[src/rtl/hilo_muldiv_if.sv]
// Request/result bundle between the control unit and the HI/LO multiply/divide unit.
// The slave side is the execution unit; the master side is the pipeline driving it.
interface hilo_muldiv_if #(
  parameter int WIDTH = 32
);
  logic             start;
  logic             op_div;
  logic             is_signed;
  logic [WIDTH-1:0] a;
  logic [WIDTH-1:0] b;
  logic             wr_hi;
  logic             wr_lo;
  logic [WIDTH-1:0] wr_data;
  logic             busy;
  logic             done;
  logic             div_zero;
  logic [WIDTH-1:0] hi;
  logic [WIDTH-1:0] lo;

  modport slave (
    input  start, op_div, is_signed, a, b, wr_hi, wr_lo, wr_data,
    output busy, done, div_zero, hi, lo
  );

  modport master (
    output start, op_div, is_signed, a, b, wr_hi, wr_lo, wr_data,
    input  busy, done, div_zero, hi, lo
  );
endinterface

[src/rtl/hilo_muldiv_unit.sv]
// Iterative radix-2 multiply / restoring divide with architectural HI/LO registers.
// Works on operand magnitudes and applies sign correction in a single FIX cycle.
module hilo_muldiv_unit #(
  parameter int WIDTH = 32
) (
  input  logic           clk,
  input  logic           reset,
  hilo_muldiv_if.slave   bus
);
  localparam int CW = (WIDTH > 2) ? $clog2(WIDTH) : 1;

  typedef enum logic [1:0] {
    IDLE = 2'd0,
    RUN  = 2'd1,
    FIX  = 2'd2
  } state_t;

  state_t             state_q, state_d;
  logic [CW-1:0]      cnt_q, cnt_d;
  logic [2*WIDTH-1:0] acc_q, acc_d;
  logic [WIDTH-1:0]   mcand_q, mcand_d;
  logic               neg_quo_q, neg_quo_d;
  logic               neg_rem_q, neg_rem_d;
  logic               op_div_q, op_div_d;
  logic               dz_q, dz_d;
  logic [WIDTH-1:0]   hi_q, hi_d;
  logic [WIDTH-1:0]   lo_q, lo_d;
  logic               done_q, done_d;
  logic               div_zero_q, div_zero_d;

  logic [WIDTH-1:0]   a_mag, b_mag;
  logic [WIDTH:0]     mul_sum;
  logic [WIDTH:0]     rem_ext;
  logic               rem_ge;
  logic [WIDTH-1:0]   rem_sub;
  logic [WIDTH-1:0]   rem_new;
  logic [2*WIDTH-1:0] acc_neg;

  assign a_mag = (bus.is_signed && bus.a[WIDTH-1]) ? (~bus.a + 1'b1) : bus.a;
  assign b_mag = (bus.is_signed && bus.b[WIDTH-1]) ? (~bus.b + 1'b1) : bus.b;

  // Multiply step: the carry out of the upper-half add becomes the new MSB after the shift.
  assign mul_sum = acc_q[0] ? ({1'b0, acc_q[2*WIDTH-1:WIDTH]} + {1'b0, mcand_q})
                            : {1'b0, acc_q[2*WIDTH-1:WIDTH]};

  // Divide step: the remainder is widened by one bit so the bit shifted out is not lost.
  assign rem_ext = acc_q[2*WIDTH-1:WIDTH-1];
  assign rem_ge  = (rem_ext >= {1'b0, mcand_q});
  assign rem_sub = rem_ext[WIDTH-1:0] - mcand_q;
  assign rem_new = rem_ge ? rem_sub : rem_ext[WIDTH-1:0];

  assign acc_neg = ~acc_q + 1'b1;

  always_comb begin
    state_d    = state_q;
    cnt_d      = cnt_q;
    acc_d      = acc_q;
    mcand_d    = mcand_q;
    neg_quo_d  = neg_quo_q;
    neg_rem_d  = neg_rem_q;
    op_div_d   = op_div_q;
    dz_d       = dz_q;
    hi_d       = hi_q;
    lo_d       = lo_q;
    done_d     = 1'b0;
    div_zero_d = div_zero_q;

    unique case (state_q)
      IDLE: begin
        if (bus.start) begin
          neg_quo_d  = bus.is_signed & (bus.a[WIDTH-1] ^ bus.b[WIDTH-1]);
          neg_rem_d  = bus.is_signed & bus.a[WIDTH-1];
          op_div_d   = bus.op_div;
          div_zero_d = 1'b0;
          cnt_d      = CW'(WIDTH - 1);
          if (bus.op_div && (bus.b == '0)) begin
            // Raw dividend and all-ones quotient are parked for FIX to copy out.
            dz_d    = 1'b1;
            acc_d   = {bus.a, {WIDTH{1'b1}}};
            mcand_d = '0;
            state_d = FIX;
          end else begin
            dz_d    = 1'b0;
            acc_d   = bus.op_div ? {{WIDTH{1'b0}}, a_mag} : {{WIDTH{1'b0}}, b_mag};
            mcand_d = bus.op_div ? b_mag : a_mag;
            state_d = RUN;
          end
        end else begin
          if (bus.wr_hi) hi_d = bus.wr_data;
          if (bus.wr_lo) lo_d = bus.wr_data;
        end
      end

      RUN: begin
        if (op_div_q) begin
          acc_d = {rem_new, acc_q[WIDTH-2:0], rem_ge};
        end else begin
          acc_d = {mul_sum, acc_q[WIDTH-1:1]};
        end
        cnt_d = cnt_q - 1'b1;
        if (cnt_q == '0) state_d = FIX;
      end

      FIX: begin
        done_d  = 1'b1;
        state_d = IDLE;
        if (dz_q) begin
          hi_d       = acc_q[2*WIDTH-1:WIDTH];
          lo_d       = acc_q[WIDTH-1:0];
          div_zero_d = 1'b1;
        end else if (op_div_q) begin
          lo_d = neg_quo_q ? (~acc_q[WIDTH-1:0] + 1'b1) : acc_q[WIDTH-1:0];
          hi_d = neg_rem_q ? (~acc_q[2*WIDTH-1:WIDTH] + 1'b1) : acc_q[2*WIDTH-1:WIDTH];
        end else begin
          {hi_d, lo_d} = neg_quo_q ? acc_neg : acc_q;
        end
      end

      default: state_d = IDLE;
    endcase
  end

  always_ff @(posedge clk) begin
    if (reset) begin
      state_q    <= IDLE;
      cnt_q      <= '0;
      acc_q      <= '0;
      mcand_q    <= '0;
      neg_quo_q  <= 1'b0;
      neg_rem_q  <= 1'b0;
      op_div_q   <= 1'b0;
      dz_q       <= 1'b0;
      hi_q       <= '0;
      lo_q       <= '0;
      done_q     <= 1'b0;
      div_zero_q <= 1'b0;
    end else begin
      state_q    <= state_d;
      cnt_q      <= cnt_d;
      acc_q      <= acc_d;
      mcand_q    <= mcand_d;
      neg_quo_q  <= neg_quo_d;
      neg_rem_q  <= neg_rem_d;
      op_div_q   <= op_div_d;
      dz_q       <= dz_d;
      hi_q       <= hi_d;
      lo_q       <= lo_d;
      done_q     <= done_d;
      div_zero_q <= div_zero_d;
    end
  end

  assign bus.busy     = (state_q != IDLE);
  assign bus.done     = done_q;
  assign bus.div_zero = div_zero_q;
  assign bus.hi       = hi_q;
  assign bus.lo       = lo_q;
endmodule

[src/flat_wrapper.sv]
// flat-port wrapper written by rule: the top's interface ports become plain ports
module hilo_muldiv_unit_flat 
#(
  parameter int WIDTH = 32
)
  (clk, reset, bus_start, bus_op_div, bus_is_signed, bus_a, bus_b, bus_wr_hi, bus_wr_lo, bus_wr_data, bus_busy, bus_done, bus_div_zero, bus_hi, bus_lo);
  hilo_muldiv_if #(.WIDTH(WIDTH)) bus_i ();
  input  logic clk;
  input  logic reset;
  input wire logic [$bits(bus_i.start)-1:0] bus_start;
  input wire logic [$bits(bus_i.op_div)-1:0] bus_op_div;
  input wire logic [$bits(bus_i.is_signed)-1:0] bus_is_signed;
  input wire logic [$bits(bus_i.a)-1:0] bus_a;
  input wire logic [$bits(bus_i.b)-1:0] bus_b;
  input wire logic [$bits(bus_i.wr_hi)-1:0] bus_wr_hi;
  input wire logic [$bits(bus_i.wr_lo)-1:0] bus_wr_lo;
  input wire logic [$bits(bus_i.wr_data)-1:0] bus_wr_data;
  output wire logic [$bits(bus_i.busy)-1:0] bus_busy;
  output wire logic [$bits(bus_i.done)-1:0] bus_done;
  output wire logic [$bits(bus_i.div_zero)-1:0] bus_div_zero;
  output wire logic [$bits(bus_i.hi)-1:0] bus_hi;
  output wire logic [$bits(bus_i.lo)-1:0] bus_lo;
  assign bus_i.start = bus_start;
  assign bus_i.op_div = bus_op_div;
  assign bus_i.is_signed = bus_is_signed;
  assign bus_i.a = bus_a;
  assign bus_i.b = bus_b;
  assign bus_i.wr_hi = bus_wr_hi;
  assign bus_i.wr_lo = bus_wr_lo;
  assign bus_i.wr_data = bus_wr_data;
  assign bus_busy = bus_i.busy;
  assign bus_done = bus_i.done;
  assign bus_div_zero = bus_i.div_zero;
  assign bus_hi = bus_i.hi;
  assign bus_lo = bus_i.lo;
  hilo_muldiv_unit #(.WIDTH(WIDTH)) u_core (.clk(clk), .reset(reset), .bus(bus_i));
endmodule
[config.mk]
export PLATFORM = sky130hd
export DESIGN_NAME = hilo_muldiv_unit_flat
export DESIGN_NICKNAME = d
export VERILOG_FILES = /design/src/rtl/hilo_muldiv_if.sv /design/src/rtl/hilo_muldiv_unit.sv /design/src/flat_wrapper.sv
export SDC_FILE = /design/constraint.sdc
export NUM_CORES = 1
export LEC_CHECK = 0
export ABC_AREA = 1
export CAP_MARGIN = 5
export CORE_MARGIN = 5
export CORE_UTILIZATION = 30
export DETAILED_ROUTE_END_ITERATION = 10
export GPL_TIMING_DRIVEN = 0
export SLEW_MARGIN = 20
export SYNTH_ARGS = -nofsm -noshare
export SYNTH_HDL_FRONTEND = slang
export SYNTH_SLANG_ARGS = --single-unit
[constraint.sdc]
create_clock -name clk -period 8.1 [get_ports clk]
set_clock_uncertainty 0.1 [all_clocks]
set_input_delay 1.62 -clock clk [delete_from_list [all_inputs] [get_ports clk]]
set_output_delay 1.62 -clock clk [all_outputs]
set_load 0.01 [all_outputs]
Word level (Yosys, flattened, before mapping)

Cells that the tools add are included.

Register bits: 173
Input port bits: 103
Word-level logic and storage cells: 87

Add/subtract/negate cells: 8
Magnitude comparators: 1
Equality and inequality tests: 8
Multiplexer cells: 35
Bitwise logic cells: 8
Reductions and logical operators: 15

Operators by type and width:

| cell                                                                     | count |
|---|---|
| 32-bit two-way mux                                                       | 16 |
| 64-bit two-way mux                                                       | 4 |
| 32-bit by 1-bit adder with 32-bit output (second input constant)         | 4 |
| 32-bit NOT                                                               | 4 |
| 32-bit case mux with 2 select lines                                      | 2 |
| 64-bit case mux with 2 select lines                                      | 1 |
| 64-bit by 1-bit adder with 64-bit output (second input constant)         | 1 |
| 64-bit NOT                                                               | 1 |
| 32-bit by 32-bit adder with 33-bit output                                | 1 |
| 33-bit by 32-bit greater-or-equal comparator with 1-bit output           | 1 |
| 33-bit two-way mux                                                       | 1 |
| 32-bit zero test                                                         | 1 |
| 32-bit subtractor                                                        | 1 |
| 5-bit case mux with 2 select lines                                       | 1 |
| 3-bit AND reduction                                                      | 3 |
| 2-bit inequality test (second input constant)                            | 4 |
| 2-bit two-way mux                                                        | 3 |
| 2-bit AND reduction                                                      | 3 |
| 2-bit nonzero test                                                       | 3 |
| 5-bit zero test                                                          | 1 |
| 5-bit two-way mux                                                        | 1 |
| 5-bit by 1-bit subtractor with 5-bit output (second input constant)      | 1 |
| 1-bit two-way mux                                                        | 4 |
| 2-bit by 1-bit inequality test with 1-bit output (second input constant) | 2 |
| other kinds (8)                                                          | 11 |

Longest topological paths before layout

Gate-level depths: netlist (run 1).

Depth in word-level cells: 7
Mapped depth: 19
Gate-level depth less buffers: 18

Worst setup path after synthesis (run 1)

No wires, ideal clock.

Path type: input to register
Start: input bus_b[0]
End: register u_core.mcand_q[21]
Arrival: 3,115 ps
Path slack: 4,753 ps
Stages on the path: 14
Buffers on the path: 1
Cells stage by stage: inv_1 ha_1 nand3_1 nor2_1 nand2_1 nor2_1 nand2_1 nor2_1 nand3_1 nand2_2 inv_1 buf_2 o211ai_1 a21oi_1

Cells in the longest elaborated chain, start to end: 5
Elaborated cells between the ends (all ways): 7
Those cells by class: add/sub: 1; mux: 3; bitwise: 1; reduce/logical: 2

RTL lines:

| what                                     | RTL line                | source |
|---|---|---|
| start, declared                          | flat_wrapper.sv:14      | `input wire logic [$bits(bus_i.b)-1:0] bus_b;` |
| 32-bit NOT                               | hilo_muldiv_unit.sv:40  | `assign b_mag = (bus.is_signed && bus.b[WIDTH-1]) ? (~bus.b + 1'b1) : bus.b;` |
| 32-bit by 1-bit adder with 32-bit output | hilo_muldiv_unit.sv:40  |  |
| 32-bit two-way mux                       | hilo_muldiv_unit.sv:40  |  |
| 32-bit two-way mux                       | hilo_muldiv_unit.sv:85  | `mcand_d = bus.op_div ? b_mag : a_mag;` |
| 32-bit two-way mux (*)                   | hilo_muldiv_unit.sv:76  | `if (bus.op_div && (bus.b == '0)) begin` |
| end signal, assigned                     | hilo_muldiv_unit.sv:141 | `mcand_q <= mcand_d;` |
| end, declared                            | hilo_muldiv_unit.sv:21  | `logic [WIDTH-1:0] mcand_q, mcand_d;` |

Mark *: on every way between the ends. The rest lies on a longest branch, timed or not.
A chain may end at the register's enable or synchronous reset.

Final worst setup path (run 1)

Start: input bus_b[0]
End: register u_core.acc_q[13]

Cells in the longest elaborated chain, start to end: 7
Elaborated cells between the ends (all ways): 9
Those cells by class: add/sub: 1; mux: 5; bitwise: 1; reduce/logical: 2

RTL lines:

| what                                     | RTL line                | source |
|---|---|---|
| 32-bit NOT                               | hilo_muldiv_unit.sv:40  |  |
| 32-bit by 1-bit adder with 32-bit output | hilo_muldiv_unit.sv:40  |  |
| 32-bit two-way mux                       | hilo_muldiv_unit.sv:40  |  |
| 32-bit two-way mux                       | hilo_muldiv_unit.sv:84  | `acc_d = bus.op_div ? {{WIDTH{1'b0}}, a_mag} : {{WIDTH{1'b0}}, b_mag};` |
| 64-bit two-way mux (*)                   | hilo_muldiv_unit.sv:76  |  |
| 64-bit two-way mux (*)                   | hilo_muldiv_unit.sv:70  | `if (bus.start) begin` |
| 64-bit case mux with 2 select lines (*)  | hilo_muldiv_unit.sv:68  | `unique case (state_q)` |
| end signal, assigned                     | hilo_muldiv_unit.sv:127 | `acc_q <= '0;` |
| end signal, assigned                     | hilo_muldiv_unit.sv:140 | `acc_q <= acc_d;` |
| end, declared                            | hilo_muldiv_unit.sv:20  | `logic [2*WIDTH-1:0] acc_q, acc_d;` |

Mark *: on every way between the ends. The rest lies on a longest branch, timed or not. The select of a mux whose other input is x is not followed.

==> reports/metrics.csv, run 1 <==
stage,metric,value,unit
detailed_routing,DR vias/cell,5.47,
critical_path,Worst Path Required,8.32,ns
critical_path,kind of end point of the critical path,flip-flop,
global_routing,number of global-route vias before repair,21555,
global_routing,GRT Overall Usage,29.6,%
pwr,peak supply drop,0.185,mV
logic_synthesis,Yosys top cell by area,nand2_1,
timing,Fmax achieved,229,MHz
critical_path,CP Cell Sequence,clkdlybuf4s50_1 > inv_1 > ha_1 > nand3_1 > nor2_1 > nand2_1 > nor2_1 > nand2_1 > nor2_1 > nand3_1 > buf_2 > o21ai_0 > o21ai_0 > a21oi_1,
placed_design,Port Buf Inserts,168,
flow_run,max-cap viol count,0,
detailed_routing,wl on met1,42400,um
layout,Area Overhead vs Synth,17.9,%
detailed_routing,DR top layer,met5,
detailed_routing,post-DR wirelength/cell,23.6,um
pwr,Comb power frac,49.7,%
floorplanning,Die Span Y,255,um
logic_synthesis,post-synthesis cell type count,53,
detailed_routing,met2 wire len,44000,um
pwr,NetSw,1840,uW
pwr,Int Power,1990,uW
floorplanning,Die ar.,65200,sq um
logic_synthesis,Cells after Synth,3258,
pwr,switching share of power,48.0,%
critical_path,worst r2r src,u_core.acc_q[0],
detailed_routing,routed wire length,100000,um
detailed_routing,WL met3,8600,um
clock_tree,H-tree levels,4,
logic_synthesis,number of synthesized register bits,173,
critical_path,register-to-register setup slack,3.95,ns
floorplanning,Die X,255,um
clock_tree,Root Driver,clkbuf_16,
clock_tree,Skew-Pair Late Insertion Delay,0.47,ns
global_routing,total gr overflow,0,
logic_synthesis,top-count cell post-synth,nand2_1,
clock_tree,clock tree sinks,173,
global_routing,largest net degree at the start of global routing,17,
detailed_routing,Via Count,23196,
clock_tree,hold-fix buffers at CTS,0,
detailed_routing,Post-route DRC,0,
min_path,Worst Hold Endpoint,u_core.cnt_q[4],
layout,Final Core Density,35.5,%
timing,final setup fails,0,
detailed_routing,DR iter-0 viols,2851,
critical_path,CP bufs+invs,3,
status,status,finished clean,
critical_path,Setup Crit Path Kind,input port to flip-flop,
timing,relative slew slack,26.4,%
critical_path,CP max-delay cell,o21ai_0,
clock_tree,clock slew at reported path FFs,0.07,ns
logic_synthesis,Yosys warning count,0,
floorplanning,starting density of the core,30.1,%
min_path,worst hold start,u_core.cnt_q[4],
clock_tree,post-cts resize count,0,
logic_synthesis,Post-Syn Nets,3433,
logic_synthesis,share of the synthesized area in the top cell type,19.3,%
critical_path,R2R Path End,u_core.bus.hi[16],
logic_synthesis,Post-synth top flop,dfxtp_1,
clock_tree,CTS buffer count,17,
pwr,Flop pwr share,28.2,%
detailed_routing,Post-DRT Antenna Nets,0,
logic_synthesis,top post-synthesis cells by count,"nand2_1, inv_1, a21oi_1",
clock_tree,CTS tree,built,
timing,RSZ-0062 raised after global routing,false,
critical_path,CP Launch Type,input port,
placed_design,GPL Wtd Cong,1.05,
critical_path,Worst path top cell family by delay,buffers and inverters,
floorplanning,Rows,90,
critical_path,Critical Path Max Stage Delay,0.69,ns
clock_tree,setup bufs post-CTS,0,
critical_path,Worst Path Arrival,4.60,ns
pwr,LEAKAGE,0.00970,uW
timing,final-report hold violation count,0,
critical_path,critical path peak fanout,10,
global_routing,initial antenna violation count,3,
logic_synthesis,number of flops mapped to enable cells by yosys,0,
timing,Tightest Pin Transition,1.10,ns
timing,Tcrit/Tclk final,54.0,%
critical_path,worst r2r path cells,14,
detailed_routing,DRT Pass-1 Iters,7,
logic_synthesis,Synth Area per Inst,5.54,sq um
floorplanning,# IOs,170,
layout,Final #Nets,3620,
logic_synthesis,sequential fraction of the synthesis area,19.2,%
min_path,WHS Path Cells,1,
critical_path,CP dominant cell by count,nor2_1,
floorplanning,CORE AREA,60000,sq um
timing,min cycle time layout,4.38,ns
timing,max-slew violations,0,
pwr,Clk pwr share,22.1,%
logic_synthesis,post-synthesis cell area,18000,sq um
logic_synthesis,Async SR Flop Fraction,0,%
global_routing,first-pass GRT wire length,143000,um
placed_design,post-DP HPWL,83200,um
logic_synthesis,synth top area cells,"nand2_1, dfxtp_1, a21oi_1, nand3_1, inv_1",
min_path,HP Class,flip-flop to flip-flop,
layout,proportion of layout cells with a drive suffix above 1,3.15,%
clock_tree,Max Buffers Root-to-Sink,2,
pwr,PwrDens,180,nW/um^2
timing,setup TNS,0,ns
## logic make-up (layout without fill, tap and decap cells)
logic type	after synthesis	count (layout)	synth area share, %
AND/OR/NAND/NOR	1661	1661	38.7
AO/OA/AOI/OAI	722	722	21.6
buffers and inverters	557	756	11.9
flip-flops	173	173	19.2
XOR/XNOR	73	73	3.54
adder cells (fa/ha/maj)	72	72	5.07
other	0	1	0
## state kept, by name (all words and copies together) (netlist names)
name / flops
u_core.acc_q: 64
u_core.bus.div_zero: 1
u_core.bus.done: 1
u_core.bus.hi: 32
u_core.bus.lo: 32
u_core.cnt_q: 5
u_core.dz_q: 1
u_core.mcand_q: 32
u_core.neg_quo_q: 1
u_core.neg_rem_q: 1
u_core.op_div_q: 1
u_core.state_q: 2
## area by class of cell
class,count,area (sq um)
Buffer,132,551
Multi-Input combinational cell,2528,12400
Clock inverter,12,135
Fill cell,6860,38700
Sequential cell,173,3460
Tap cell,782,978
Antenna cell,1,2.50
Inverter,425,1600
Clock buffer,19,433
Timing Repair Buffer,168,1680
## worst register-to-register path, cell delays in order (launching register included)
cell	delay (ns)
dfxtp_1	0.37
inv_2	0.13
clkbuf_1	0.37
clkbuf_1	0.60
ha_1	0.32
nand3_2	0.12
nor2_2	0.28
nand4_1	0.19
nor2_1	0.54
nand2_1	0.28
o21ai_0	0.22
nand2_1	0.09
nand3_1	0.12
nand3_1	0.17
a21oi_1	0.18
## per-layer routing
layer,GRT usage (%),up-vias
met5,0,-
met4,12.3,4
met3,5.41,226
met2,46.9,1138
met1,39.8,10773
li1,-,11055
## cell usage in the layout (no fill, tap or decap), drive strengths merged, types with 9 or more instances in the layout
cell           netlist  routed
nor4                 9       9
inv                424     428
nor2               303     303
xor2                50      50
a21oi              350     350
nand3              317     317
clkbuf             103     122
ha                  70      70
xnor2               23      23
a31oi               28      28
dfxtp              173     173
nand4               33      33
nand2              935     935
o21ai              265     265
o31ai               10      10
o211ai              39      39
nor3                42      42
buf                 29      29
clkdlybuf4s50        0     168
or2                  9       9
## metrics by stage
stage / cell area, sq um / setup WS [ns] / power, uW / cells / hold WS [ns]
3_5_place_dp: 20700 / 3.30 / 2930 / 4208 / 0.358
5_1_grt: 21300 / 3.56 / 4030 / 4239 / 0.418
2_1_floorplan: 18000 / 4.75 / 2210 / 3258 / 0.343
6_report: 21300 / 3.72 / 3830 / 4240 / 0.376
3_3_place_gp: 20700 / 3.30 / 2940 / 4208 / 0.358
4_1_cts: 21300 / 3.77 / 3770 / 4239 / 0.370
## power by group through the flow
stage	sequential [uW]	combinational (uW)	clock, uW
6_report	1080	1900	845
5_1_grt	1080	2070	882
4_1_cts	1070	1850	843
3_5_place_dp	1090	1840	0
3_3_place_gp	1090	1850	0
2_1_floorplan	1030	1180	0
## worst max path at each step
stage,from,to,slack [ns],depth (start not counted)
after floorplan,bus_b[0],u_core.mcand_q[21],4.75,14
after global placement,bus_b[0],u_core.acc_q[13],3.30,14
after detailed placement,bus_b[0],u_core.acc_q[13],3.30,14
after CTS,bus_b[0],u_core.acc_q[13],3.77,14
after global routing,bus_b[0],u_core.acc_q[54],3.56,13
final,bus_b[0],u_core.acc_q[13],3.72,14
Power figures use the tool's default switching activity.
==> run 2, diff against run 1 <==
==> constraint.sdc (replaced) <==
create_clock -name clk -period 4.5 [get_ports clk]
set_clock_uncertainty 0.1 [all_clocks]
set_input_delay 0.9 -clock clk [delete_from_list [all_inputs] [get_ports clk]]
set_output_delay 0.9 -clock clk [all_outputs]
set_load 0.01 [all_outputs]
==> results of run 2 <==
The final DEF is identical to that of run 1. Status: finished clean.
Among the figures that moved: setup slack after placement 3.30 ns -> 0.420 ns; clock-pin slew on the worst setup and hold paths 0.07 ns -> 0.08 ns; setup slack after layout 3.72 ns -> 0.353 ns; start point of the critical path bus_b[0] -> u_core.acc_q[0]; end point of the critical path u_core.acc_q[13] -> u_core.bus.hi[16]; register-to-register setup slack 3.95 ns -> 0.35 ns; total power 3830 uW -> 6890 uW; worst IR drop on VDD 0.185 mV -> 0.332 mV
